[config.mk]
export PLATFORM = sky130hd
export DESIGN_NAME = nibble_serial_addsub
export DESIGN_NICKNAME = d
export VERILOG_FILES = /design/src/rtl/nsadd_pkg.sv /design/src/rtl/nsadd_slice4.sv /design/src/rtl/nibble_serial_addsub.sv
export SDC_FILE = /design/constraint.sdc
export NUM_CORES = 1
export LEC_CHECK = 0
export BUFFER_PORTS_ARGS = -buffer_cell sky130_fd_sc_hd__buf_2
export CORE_MARGIN = 4
export CORE_UTILIZATION = 54
export DETAILED_ROUTE_END_ITERATION = 10
export GPL_TIMING_DRIVEN = 0
export PLACE_DENSITY = 0.8
export SLEW_MARGIN = 30
export SYNTH_ARGS = -nofsm -noshare
export SYNTH_HDL_FRONTEND = slang
export SYNTH_HIERARCHICAL = 1
export SYNTH_SLANG_ARGS = --single-unit
[constraint.sdc]
create_clock -name clk -period 2.07 [get_ports clk]
set_input_delay 0.207 -clock clk [delete_from_list [all_inputs] [get_ports clk]]
set_output_delay 0.207 -clock clk [all_outputs]
set_load 0.02 [all_outputs]
[src/rtl/nsadd_pkg.sv]
// Shared types and constants for the nibble-serial adder/subtractor.
// Holds the FSM encoding, the slice width and the counter-width helper.
package nsadd_pkg;

   typedef enum logic [1:0] {
      NSADD_IDLE = 2'd0,
      NSADD_RUN  = 2'd1,
      NSADD_DONE = 2'd2
   } nsadd_state_e;

   localparam int NSADD_SLICE = 4;

   // A single-nibble engine still needs a 1-bit counter to have a legal vector.
   function automatic int nsadd_cnt_w(input int nibbles);
      return (nibbles > 1) ? $clog2(nibbles) : 1;
   endfunction

endpackage

[src/rtl/nsadd_slice4.sv]
// Combinational 4-bit adder slice with carry in/out; the one 74AC283-equivalent in the engine.
module nsadd_slice4
   import nsadd_pkg::*;
(
   input  logic [NSADD_SLICE-1:0] i_a,
   input  logic [NSADD_SLICE-1:0] i_b,
   input  logic                   i_ci,
   output logic [NSADD_SLICE-1:0] o_s,
   output logic                   o_co
);

   assign {o_co, o_s} = {1'b0, i_a} + {1'b0, i_b} + {{NSADD_SLICE{1'b0}}, i_ci};

endmodule

[src/rtl/nibble_serial_addsub.sv]
// Add/subtract one nibble per clock through a single slice: NIBBLES RUN cycles, result held in DONE until out_ready.
// Define NSADD_OVF_EN to add the registered signed-overflow output out_ovf.
module nibble_serial_addsub
   import nsadd_pkg::*;
#(
   parameter int WIDTH = 16
) (
   input  logic             clk,
   input  logic             rst_n,
   input  logic             in_valid,
   output logic             in_ready,
   input  logic [WIDTH-1:0] in_a,
   input  logic [WIDTH-1:0] in_b,
   input  logic             in_sub,
   output logic             out_valid,
   input  logic             out_ready,
   output logic [WIDTH-1:0] out_y,
   output logic             out_co
`ifdef NSADD_OVF_EN
   ,
   output logic             out_ovf
`endif
);

   localparam int NIBBLES = WIDTH / NSADD_SLICE;
   localparam int CNT_W   = nsadd_cnt_w(NIBBLES);

   generate
      if ((WIDTH % NSADD_SLICE) != 0 || WIDTH < NSADD_SLICE) begin : g_bad_width
         $error("nibble_serial_addsub: WIDTH must be a multiple of 4 and at least 4");
      end
   endgenerate

   nsadd_state_e r_state, w_state_nxt;

   logic [WIDTH-1:0]       r_a;
   logic [WIDTH-1:0]       r_b;
   logic [WIDTH-1:0]       r_y;
   logic [WIDTH-1:0]       w_y_nxt;
   logic [CNT_W-1:0]       r_cnt;
   logic                   r_cy;
   logic                   r_co;
   logic [NSADD_SLICE-1:0] w_s;
   logic                   w_co;
   logic                   w_accept;
   logic                   w_run;
   logic                   w_last;

   assign w_accept = (r_state == NSADD_IDLE) && in_valid;
   assign w_run    = (r_state == NSADD_RUN);
   assign w_last   = (r_cnt == CNT_W'(NIBBLES - 1));

   always_ff @(posedge clk) begin
      if (!rst_n) begin
         r_state <= NSADD_IDLE;
      end else begin
         r_state <= w_state_nxt;
      end
   end

   always_comb begin
      w_state_nxt = r_state;
      in_ready    = 1'b0;
      out_valid   = 1'b0;
      case (r_state)
         NSADD_IDLE: begin
            in_ready = 1'b1;
            if (in_valid) w_state_nxt = NSADD_RUN;
         end
         NSADD_RUN: begin
            if (w_last) w_state_nxt = NSADD_DONE;
         end
         NSADD_DONE: begin
            out_valid = 1'b1;
            if (out_ready) w_state_nxt = NSADD_IDLE;
         end
         default: w_state_nxt = NSADD_IDLE;
      endcase
   end

   // Operands shift down so the active nibble is always bits [3:0].
   nsadd_slice4 u_slice (
      .i_a  (r_a[NSADD_SLICE-1:0]),
      .i_b  (r_b[NSADD_SLICE-1:0]),
      .i_ci (r_cy),
      .o_s  (w_s),
      .o_co (w_co)
   );

   generate
      if (NIBBLES == 1) begin : g_y_single
         assign w_y_nxt = w_s;
      end else begin : g_y_shift
         assign w_y_nxt = {w_s, r_y[WIDTH-1:NSADD_SLICE]};
      end
   endgenerate

   always_ff @(posedge clk) begin
      if (!rst_n) begin
         r_a   <= '0;
         r_b   <= '0;
         r_y   <= '0;
         r_cnt <= '0;
         r_cy  <= 1'b0;
         r_co  <= 1'b0;
      end else if (w_accept) begin
         r_a   <= in_a;
         r_b   <= in_sub ? ~in_b : in_b;
         r_cy  <= in_sub;
         r_cnt <= '0;
      end else if (w_run) begin
         r_a   <= r_a >> NSADD_SLICE;
         r_b   <= r_b >> NSADD_SLICE;
         r_y   <= w_y_nxt;
         r_cy  <= w_co;
         r_cnt <= r_cnt + CNT_W'(1);
         if (w_last) r_co <= w_co;
      end
   end

   assign out_y  = r_y;
   assign out_co = r_co;

`ifdef NSADD_OVF_EN
   logic r_ovf;
   logic w_ci_msb;

   // Carry into the MSB recovered from the top bit of the final slice.
   assign w_ci_msb = r_a[NSADD_SLICE-1] ^ r_b[NSADD_SLICE-1] ^ w_s[NSADD_SLICE-1];

   always_ff @(posedge clk) begin
      if (!rst_n) begin
         r_ovf <= 1'b0;
      end else if (w_run && w_last) begin
         r_ovf <= w_ci_msb ^ w_co;
      end
   end

   assign out_ovf = r_ovf;
`endif

endmodule

==> reports/qor.txt <==
Full die area = 0.00582 mm2
Pint = 1800 uW
Sequential share of power = 0.481
Drt via density = 5.33
Final setup TNS = 0 ps
WP buf/inv = 2
Gr ovfl total = 0
Clock sink count = 54
CP top delay family = adder cells
Max cap viols = 0
RSZ-0062 raised after global routing = false
Comb pwr share = 0.161
Final cell count without fillers = 392
Final Hold Viols = 0
TritonCTS clock tree = yes
Peak VDD IR = 0.422 mV
Power, Total = 2380 uW
Sequential fraction of the synthesis area = 0.429
Area growth from synthesis to layout = 18.8%
Final Wtd Congestion = 0.818
Final Net Count = 382
Final Util = 0.673
Cells after Synth = 279
Post-layout min period = 1830 ps
Post-detailed-placement half-perimeter wirelength = 4080 um
Starting density of the core = 0.567
Die X = 76.3 um
WL met2 = 2600 um
Synth unique cells = 33
Warnings, synthesis = 6
Slew Viols, Final = 0
Switching Fraction = 0.243
Worst hold endpoint = r_a[14]$_SDFFE_PN0P_
Core area = 0.00444 mm2
Final Setup Violations = 0
Slowest CP cell = fa_1
Hold Crit Class = input pin to flop
Hold path cells = 3
Crit path launch type = flop
Fraction of layout cells with a size suffix above 1 = 0.256
Count of flip-flops with a built-in enable after synthesis = 0
Setup slack, reg-to-reg = 240 ps
Crit path cell chain = fa_1 -> inv_1 -> fa_1 -> nor2b_1 -> o21ai_0 -> nand2b_1 -> inv_1 -> a21oi_1 -> o221a_2
Via count of the first global-routing pass = 1956
1st-pass router iterations = 4
Critical setup path kind = flop to flop
Cell area after synthesis = 0.00252 mm2
Count of hold-fix buffers inserted at cts = 0
Async set-reset flop share out of synthesis = 0
Most frequent cells in the layout = buf_2, dfxtp_1, nand2_1
Status = completed
Global Route Usage Sum = 0.191
DP Cell Count = 384
# fillers = 407
Switch Pwr = 580 uW
Drt drc = 0
Fmax = 0.547 GHz
CP max stage delay = 430 ps
Tightest Pin Transition = 411 ps
Rows = 24
Clk_lat worst skew = 310 ps
Commonest non-fill, non-tap cell in the layout = buf_2
Layout Skew = 7.75 ps
Routed wl met3 = 273 um
Chip height = 76.3 um
Global-route wire length before repair = 8990 um
PortBufs = 53
Initial antenna violation count = 0
Clock H-tree levels = 2
Drt initial violations = 98
Clock group share of total power = 0.358
Mapped Nets = 322
DR top layer = met4
Power density of the placed cells = 796 mW/mm2
Crit path arrival time = 2030 ps
Clock-pin slew on the worst setup and hold paths = 90 ps
Vias = 2089
Worst Reg-to-Reg Cells = 9
Number of buffers created by CTS = 5
Cts repair resizes = 0
WL met1 = 2410 um
WL/cell = 13.6 um
Syn Area/Cell = 9.03 um2
CTS root buffer = clkbuf_8
Post-place setup slack = 255 ps
RR Startpoint = r_a[0]$_SDFFE_PN0P_
Slew HR = 0.726
Final ANT Viol Nets = 0
Static Leak = 0.00127 uW
Critical hold path startpoint = in_a[14]
Routed WL = 5340 um
Ports = 56
Final period util = 0.884
CP required = 2270 ps
CP Capture Type = flop
Top FF cell, synth = dfxtp_1
Critical path peak fanout = 2
Reg2reg end = r_cy$_SDFFE_PN0P_
# Post-CTS Setup Buffers = 0
Clock buffer depth = 2
ANT cells = 0
Setup slack after layout = 241 ps
Largest net degree at the start of global routing = 17
Number of synthesized register bits = 54
-- power groups by stage --
stage               sequential [uW]  clock (uW)  combinational [uW]
floorplan                      1170           0                 274
global placement               1170           0                 378
detailed placement             1170           0                 386
CTS                            1150         873                 388
global route                   1150         916                 433
finish                         1150         852                 384
-- cell type report --
class,instances,area [um2],area share
repair buffers,53,265,0.0886
multi-input cells,198,1270,0.425
inverters,5,18.8,0.00627
clock buffers,6,82.6,0.0276
well taps,52,65.1,0.0217
clock inverters,2,60.1,0.0201
flip-flops and latches,54,1080,0.361
plain buffers,22,148,0.0493
-- kinds of logic after synthesis --
group | count (synthesis) | share of synthesized area
XOR/XNOR | 19 | 0.0660
buffers and inverters | 27 | 0.0660
AO/OA/AOI/OAI | 78 | 0.220
flip-flops | 54 | 0.429
AND/OR/NAND/NOR | 95 | 0.183
adder cells (fa/ha/maj) | 6 | 0.0358
-- Yosys cell counts (2+ instances only) --
cell type,n,area share
nand3_1,5,0.0099
and2_1,3,0.0074
o221a_2,5,0.022
buf_4,7,0.021
a21oi_1,22,0.044
nand2b_1,3,0.0074
buf_6,4,0.018
ha_1,4,0.020
xor2_1,11,0.038
inv_1,5,0.0074
nor2b_1,18,0.045
nand2_1,48,0.071
a221o_1,5,0.020
dfxtp_1,54,0.43
a22oi_1,4,0.012
a222oi_1,7,0.028
buf_2,7,0.014
xnor2_1,8,0.028
fa_1,2,0.016
clkbuf_1,4,0.0060
nor2_1,13,0.019
a21boi_1,20,0.060
a21boi_0,2,0.0060
o21ai_1,9,0.018
-- sequential cells by signal, summed over array words and instances, names as in the netlist --
| signal | flops |
|---|---|
| out_y | 16 |
| r_a | 16 |
| r_b | 16 |
| r_cnt | 2 |
| r_state | 2 |
| out_co | 1 |
| r_cy | 1 |
-- how the worst max path moves through the flow --
| stage | from | end | slack (ps) | depth (start not counted) |
|---|---|---|---|---|
| 6_report | r_a[0]$_SDFFE_PN0P_ | r_cy$_SDFFE_PN0P_ | 240 | 9 |
| 5_1_grt | r_a[0]$_SDFFE_PN0P_ | r_cy$_SDFFE_PN0P_ | 140 | 9 |
| 4_1_cts | r_a[0]$_SDFFE_PN0P_ | r_cy$_SDFFE_PN0P_ | 240 | 9 |
| 3_5_place_dp | r_a[0]$_SDFFE_PN0P_ | r_cy$_SDFFE_PN0P_ | 260 | 9 |
| 3_3_place_gp | r_a[0]$_SDFFE_PN0P_ | r_cy$_SDFFE_PN0P_ | 290 | 9 |
| 2_1_floorplan | r_a[0]$_SDFFE_PN0P_ | r_cy$_SDFFE_PN0P_ | 380 | 9 |
-- tightest hold or removal path, cell delays in order --
cell	delay (ps)
buf_2	80
a22oi_1	50
nor2b_1	100
-- routing by layer --
| metal | vias to the layer above | global-route usage |
|---|---|---|
| met5 | - | 0 |
| li1 | 1081 | - |
| met4 | 0 | 0.0489 |
| met1 | 951 | 0.238 |
| met2 | 49 | 0.325 |
| met3 | 8 | 0.0556 |
-- metrics by stage --
stage	area (um2)	hold slack [ps]
floorplan	2520	378
global placement	2850	438
detailed placement	2850	442
CTS	2990	151
global route	2990	153
finish	2990	155
No activity file was read; power rests on OpenSTA's default activity.
